$ cat src/rtl/piano_pkg.sv
// Shared definitions for the piano tone generator: note table, divisor helper, FSM states.
package piano_pkg;

  localparam int unsigned NOTE_COUNT = 16;

  // Note frequencies in centihertz, C4 upward (entries 8..15 continue the C major scale).
  localparam int unsigned NOTE_CHZ [NOTE_COUNT] = '{
    26160, 29370, 32960, 34920, 39200, 44000, 49390, 52330,
    58730, 65930, 69850, 78400, 88000, 98780, 104650, 117470
  };

  typedef enum logic [1:0] {
    ST_IDLE,
    ST_PLAY,
    ST_RELEASE
  } tone_state_e;

  // Full-period divisor in clock cycles, integer-truncated.
  function automatic longint unsigned piano_div(longint unsigned clk_hz, logic [3:0] idx);
    longint unsigned f;
    f = longint'(NOTE_CHZ[idx]);
    return (clk_hz * 64'd100) / f;
  endfunction

endpackage

$ cat src/rtl/piano_tone_gen_key_prio_enc.sv
// Combinational lowest-index priority encoder for the key inputs.
module key_prio_enc #(
  parameter int unsigned NUM_KEYS = 8,
  parameter int unsigned IDX_W    = 3
) (
  input  logic [NUM_KEYS-1:0] keys,
  output logic                valid,
  output logic [IDX_W-1:0]    idx
);

  // Scan from the top down so the lowest asserted bit is written last and wins.
  always_comb begin
    valid = |keys;
    idx   = '0;
    for (int i = NUM_KEYS - 1; i >= 0; i--) begin
      if (keys[i]) idx = IDX_W'(i);
    end
  end

endmodule

$ cat src/rtl/piano_tone_gen.sv
// Square-wave piano tone generator: lowest pressed key selects the note, octave
// shifts it up, note/octave changes are applied only at period boundaries.
module piano_tone_gen
  import piano_pkg::*;
#(
  parameter int unsigned CLK_HZ   = 25000000,
  parameter int unsigned NUM_KEYS = 8,
  parameter int unsigned CNT_W    = 17,
  parameter int unsigned OCT_W    = 2,
  localparam int unsigned IDX_W   = (NUM_KEYS > 1) ? $clog2(NUM_KEYS) : 1
) (
  input  logic                clk,
  input  logic                rst_n,
  input  logic [NUM_KEYS-1:0] keys,
  input  logic [OCT_W-1:0]    octave,
  output logic                speaker,
  output logic                active,
  output logic [IDX_W-1:0]    cur_note,
  output logic                period_tick
);

  localparam int unsigned TBL_N = 1 << IDX_W;

  tone_state_e state, state_nxt;

  logic [CNT_W-1:0] cnt, cnt_nxt;
  logic [IDX_W-1:0] note_q, note_nxt;
  logic [OCT_W-1:0] oct_q, oct_nxt;
  logic             spk_nxt, tick_nxt;

  logic             req_valid;
  logic [IDX_W-1:0] req_idx;

  logic [CNT_W-1:0] div_tbl [TBL_N];
  logic [CNT_W-1:0] full_p, half_p;
  logic             last_cnt;

  key_prio_enc #(
    .NUM_KEYS (NUM_KEYS),
    .IDX_W    (IDX_W)
  ) u_enc (
    .keys  (keys),
    .valid (req_valid),
    .idx   (req_idx)
  );

  // Constant per-note divisors; folded at elaboration, no runtime divider.
  for (genvar g = 0; g < TBL_N; g++) begin : g_div
    assign div_tbl[g] = CNT_W'(piano_div(64'(CLK_HZ), 4'(g)));
  end

  // Half period of the latched note/octave, clamped to at least one cycle.
  always_comb begin
    full_p = div_tbl[note_q] >> oct_q;
    half_p = full_p >> 1;
    if (half_p == '0) half_p = CNT_W'(1);
    last_cnt = (cnt == half_p - CNT_W'(1));
  end

  // Next-state and next-output logic.
  always_comb begin
    state_nxt = state;
    cnt_nxt   = cnt;
    spk_nxt   = speaker;
    tick_nxt  = 1'b0;
    note_nxt  = note_q;
    oct_nxt   = oct_q;
    unique case (state)
      ST_IDLE: begin
        cnt_nxt = '0;
        spk_nxt = 1'b0;
        if (req_valid) begin
          state_nxt = ST_PLAY;
          spk_nxt   = 1'b1;
          note_nxt  = req_idx;
          oct_nxt   = octave;
        end
      end
      ST_PLAY, ST_RELEASE: begin
        state_nxt = req_valid ? ST_PLAY : ST_RELEASE;
        if (!last_cnt) begin
          cnt_nxt = cnt + CNT_W'(1);
        end else begin
          cnt_nxt = '0;
          spk_nxt = ~speaker;
          // The falling edge closes a period: the only point where the note may change
          // or the tone may stop, using the keys sampled on this very cycle.
          if (speaker) begin
            tick_nxt = 1'b1;
            if (req_valid) begin
              note_nxt = req_idx;
              oct_nxt  = octave;
            end else begin
              state_nxt = ST_IDLE;
            end
          end
        end
      end
      default: state_nxt = ST_IDLE;
    endcase
  end

  // State and datapath registers.
  always_ff @(posedge clk or negedge rst_n) begin
    if (!rst_n) begin
      state       <= ST_IDLE;
      cnt         <= '0;
      speaker     <= 1'b0;
      period_tick <= 1'b0;
      note_q      <= '0;
      oct_q       <= '0;
    end else begin
      state       <= state_nxt;
      cnt         <= cnt_nxt;
      speaker     <= spk_nxt;
      period_tick <= tick_nxt;
      note_q      <= note_nxt;
      oct_q       <= oct_nxt;
    end
  end

  assign active   = (state != ST_IDLE);
  assign cur_note = note_q;

endmodule

$ cat config.mk
export PLATFORM = sky130hd
export DESIGN_NAME = piano_tone_gen
export DESIGN_NICKNAME = d
export VERILOG_FILES = /design/src/rtl/piano_pkg.sv /design/src/rtl/piano_tone_gen_key_prio_enc.sv /design/src/rtl/piano_tone_gen.sv
export SDC_FILE = /design/constraint.sdc
export NUM_CORES = 1
export LEC_CHECK = 0
export ABC_CLOCK_PERIOD_IN_PS = 3600
export CORE_MARGIN = 8
export CORE_UTILIZATION = 54
export DETAILED_ROUTE_END_ITERATION = 10
export GPL_ROUTABILITY_DRIVEN = 0
export GPL_TIMING_DRIVEN = 0
export PLACE_DENSITY = 0.77
export SETUP_SLACK_MARGIN = 0.15
export SLEW_MARGIN = 20
export SYNTH_ARGS = -nofsm -noshare
export SYNTH_HDL_FRONTEND = slang
export SYNTH_HIERARCHICAL = 1
export SYNTH_SLANG_ARGS = --single-unit
$ cat constraint.sdc
create_clock -name clk -period 3.6 [get_ports clk]
set_input_delay 0.54 -clock clk [delete_from_list [all_inputs] [get_ports clk]]
set_output_delay 0.54 -clock clk [all_outputs]
set_load 0.03 [all_outputs]
==> out/metrics.yaml <==
status: "finished clean"
worst_ep_arrival_time_ns: 3.64
holdBufCountCts: 0
hpwl_um: 5050
fin_nets: 379
viasPerCell: 6.04
synth_top_cell_by_area: "dfrtp_1"
rsz0062_at_grt: "true"
cts_buffers: 3
setup_violations: 0
drt-initial-drc-count: 214
syn_avg_cell_area_um2: 8.57
critPathLaunchType: "register"
grt_max_degree: 27
hold_path_class: "in2async"
path_cells: "inv_4 -> ha_4 -> buf_6 -> and3b_1 -> nor3_2 -> a21o_1 -> inv_2 -> ha_4 -> xnor2_2 -> a211oi_2 -> o311ai_2 -> a211oi_2 -> o2111a_2 -> o311a_4 -> a31oi_4 -> mux2_4"
preCtsSetupSlack_ns: -0.331
detail-route-antenna-nets: 0
synthDominantCellAreaShare: 0.236
grt_pass1_vias: 2364
die_w_um: 87.4
syn_area_mm2: 0.00275
synth_edf_count: 0
via_count: 2568
diodes: 0
fp-row-count: 26
synthCells: 321
grt_pass1_wl_um: 11700
critPathRequiredTime_ns: 3.77
maxCapViolations: 0
hold_slack_ns: 0.274
async_reset_ff_frac: 1.00
finalHoldViolations: 0
die_y_um: 87.4
fin_area_mm2: 0.00327
area_growth_pct: 18.9
ioPinCount: 18
track_usage: 0.192
worst_slew_margin_rel: 0.569
clockBufferDepth: 2
syn_nets: 344
port_buffers: 17
critical-path-max-stage-delay_ns: 0.47
tightest_slew_ns: 0.647
fin_total_pwr_mw: 2.91
vdd_drop_max_mv: 0.440
die_area_mm2: 0.00764
yosys_most_used_dff: "dfrtp_1"
path_clk_slew_ns: 0.10
finalCritPeriodShare: 0.963
drv_slew: 0
initial_utilization: 0.549
clock.fmax_mhz: 289
finClkSkew_ns: 0.0105
leakage_nw: 1.28
cp_max_fo: 5
finalCriticalPeriod_ns: 3.47
netlist_top_cells_count: "nand2_1, dfrtp_1, xnor2_1, nor2_1, a21oi_1"
clk_latency_ns: 0.28
yosysSeqAreaShare: 0.236
h-tree-depth: 1
worst_setup_path_end_kind: "register"
routed_wirelength_um: 7150
first_pass_iters: 4
cpMaxStageDelayCell: "dfrtp_2"
cts_tree: "built"
synth_seq_cells: 26
cts_root_buffer: "clkbuf_8"
synth.area.top_cells: "dfrtp_1, xnor2_1, ha_1, nand2_1, xor2_1"
wl_per_cell_um: 16.8
antenna_found_initial: 0
power_density_mw_per_mm2: 890
crit_type: "reg2reg"
regToRegSetupSlack_ns: 0.13
synth.distinct_cells: 62
placed_cell_area_mm2: 0.00303
grt.overflow.total: 0
place_inst: 408
core_mm2: 0.00501
final_cell_count_no_fill: 425
cts_sinks: 26
yosysWarnings: 6
drcViolationCount: 0
timing.final.ws_setup_ns: 0.134
post-synth-top-count-cell: "nand2_1"
drive_gt1_frac: 0.228
[timing repair]
item                                    CTS  global route
endpoints found under the setup margin   25            24
buffers inserted                          8             5
pin swaps                                 7             8
endpoints found under the hold margin     0             0
gates resized for setup                   7            14
[path summary, 6_finish.rpt]
| path | cells past startpoint | from | endpoint |
|---|---|---|---|
| setup / recovery | 16 | cur_note[0] | oct_q[0] |
| hold / removal | 1 | rst_n | oct_q[1] |
| setup reg to reg | 16 | cur_note[0] | oct_q[0] |
| hold reg to reg | 2 | state[0] | state[0] |
| max in group asynchronous | 1 | rst_n | cur_note[0] |
| min in group clk | 2 | state[0] | state[0] |
[power breakdown]
group	internal (mW)	switching, mW
Sequential	0.356	0.0901
Combinational	1.01	1.26
Clock	0.0979	0.0957
[cells in the final DEF, fill, tap and decap left out, types with 3 or more instances in the layout]
cell type,netlist,routed
nand2_1,28,28
dfrtp_1,26,23
xnor2_1,20,19
nor2_1,18,18
clkdlybuf4s50_1,0,16
a21oi_1,15,14
buf_4,2,14
xor2_1,12,12
inv_1,14,11
a21oi_2,10,11
o21ai_0,10,10
nand4_1,9,9
buf_6,7,8
nor3_1,9,8
nand3_1,8,8
nand2b_1,8,7
clkbuf_1,7,7
a211oi_1,9,7
ha_1,11,7
and3_1,6,6
o31ai_1,5,5
o211ai_1,5,5
a31oi_1,5,5
mux2_4,5,5
a211o_1,4,4
and2_1,4,4
or2_2,4,4
mux2i_1,4,4
nor2b_1,5,4
and4_1,4,4
clkbuf_8,0,4
inv_2,2,3
buf_2,3,3
nor3b_1,4,3
ha_4,0,3
dfrtp_2,0,3
[worst max-delay path, delay by kind of cell (launching register included)]
family	cells	cell delay [ns]
xor+xnor	1	0.15
buf+inv	3	0.27
fa+ha+maj	2	0.42
mux	1	0.34
compound gates	7	1.45
simple gates	2	0.27
flops	1	0.47
[per-layer routing]
metal | vias up | routed length, µm | share of wire | track usage
met5 | - | 0 | 0 | 0
met4 | 0 | 162 | 0.023 | 0.0625
met3 | 14 | 368 | 0.051 | 0.0321
met2 | 76 | 3510 | 0.49 | 0.314
met1 | 1234 | 3110 | 0.43 | 0.248
li1 | 1244 | - | - | -
[final cells by class]
cell class | count | area (µm²)
sequential | 26 | 654
timing repair buffer | 30 | 267
buffer | 19 | 145
fill | 439 | 1740
tap | 70 | 87.6
multi-input combinational | 260 | 2000
clock buffer | 4 | 55.1
inverter | 16 | 65.1
[flip-flops by register name, summed over array words and instances (netlist names)]
name         count
cur_note         3
state            2
cnt             17
period_tick      1
speaker          1
oct_q            2
[logic make-up after synthesis]
| logic type | Yosys count | share of synthesized area |
|---|---|---|
| and+or+nand+nor | 117 | 0.234 |
| AOI/OAI and AO/OA | 89 | 0.253 |
| buffers and inverters | 35 | 0.0709 |
| xor gates and xnor gates | 32 | 0.102 |
| DFF | 26 | 0.236 |
| muxes | 11 | 0.0541 |
| adders and majority gates | 11 | 0.0500 |
[metrics by stage]
step | TNS [ns] | utilization
2_1_floorplan | 0 | -
3_3_place_gp | -5.95 | 0.605
3_5_place_dp | -5.83 | 0.604
4_1_cts | 0 | 0.635
5_1_grt | 0 | 0.653
6_report | 0 | 0.653
Note: power is estimated with default switching activity, not from simulation.
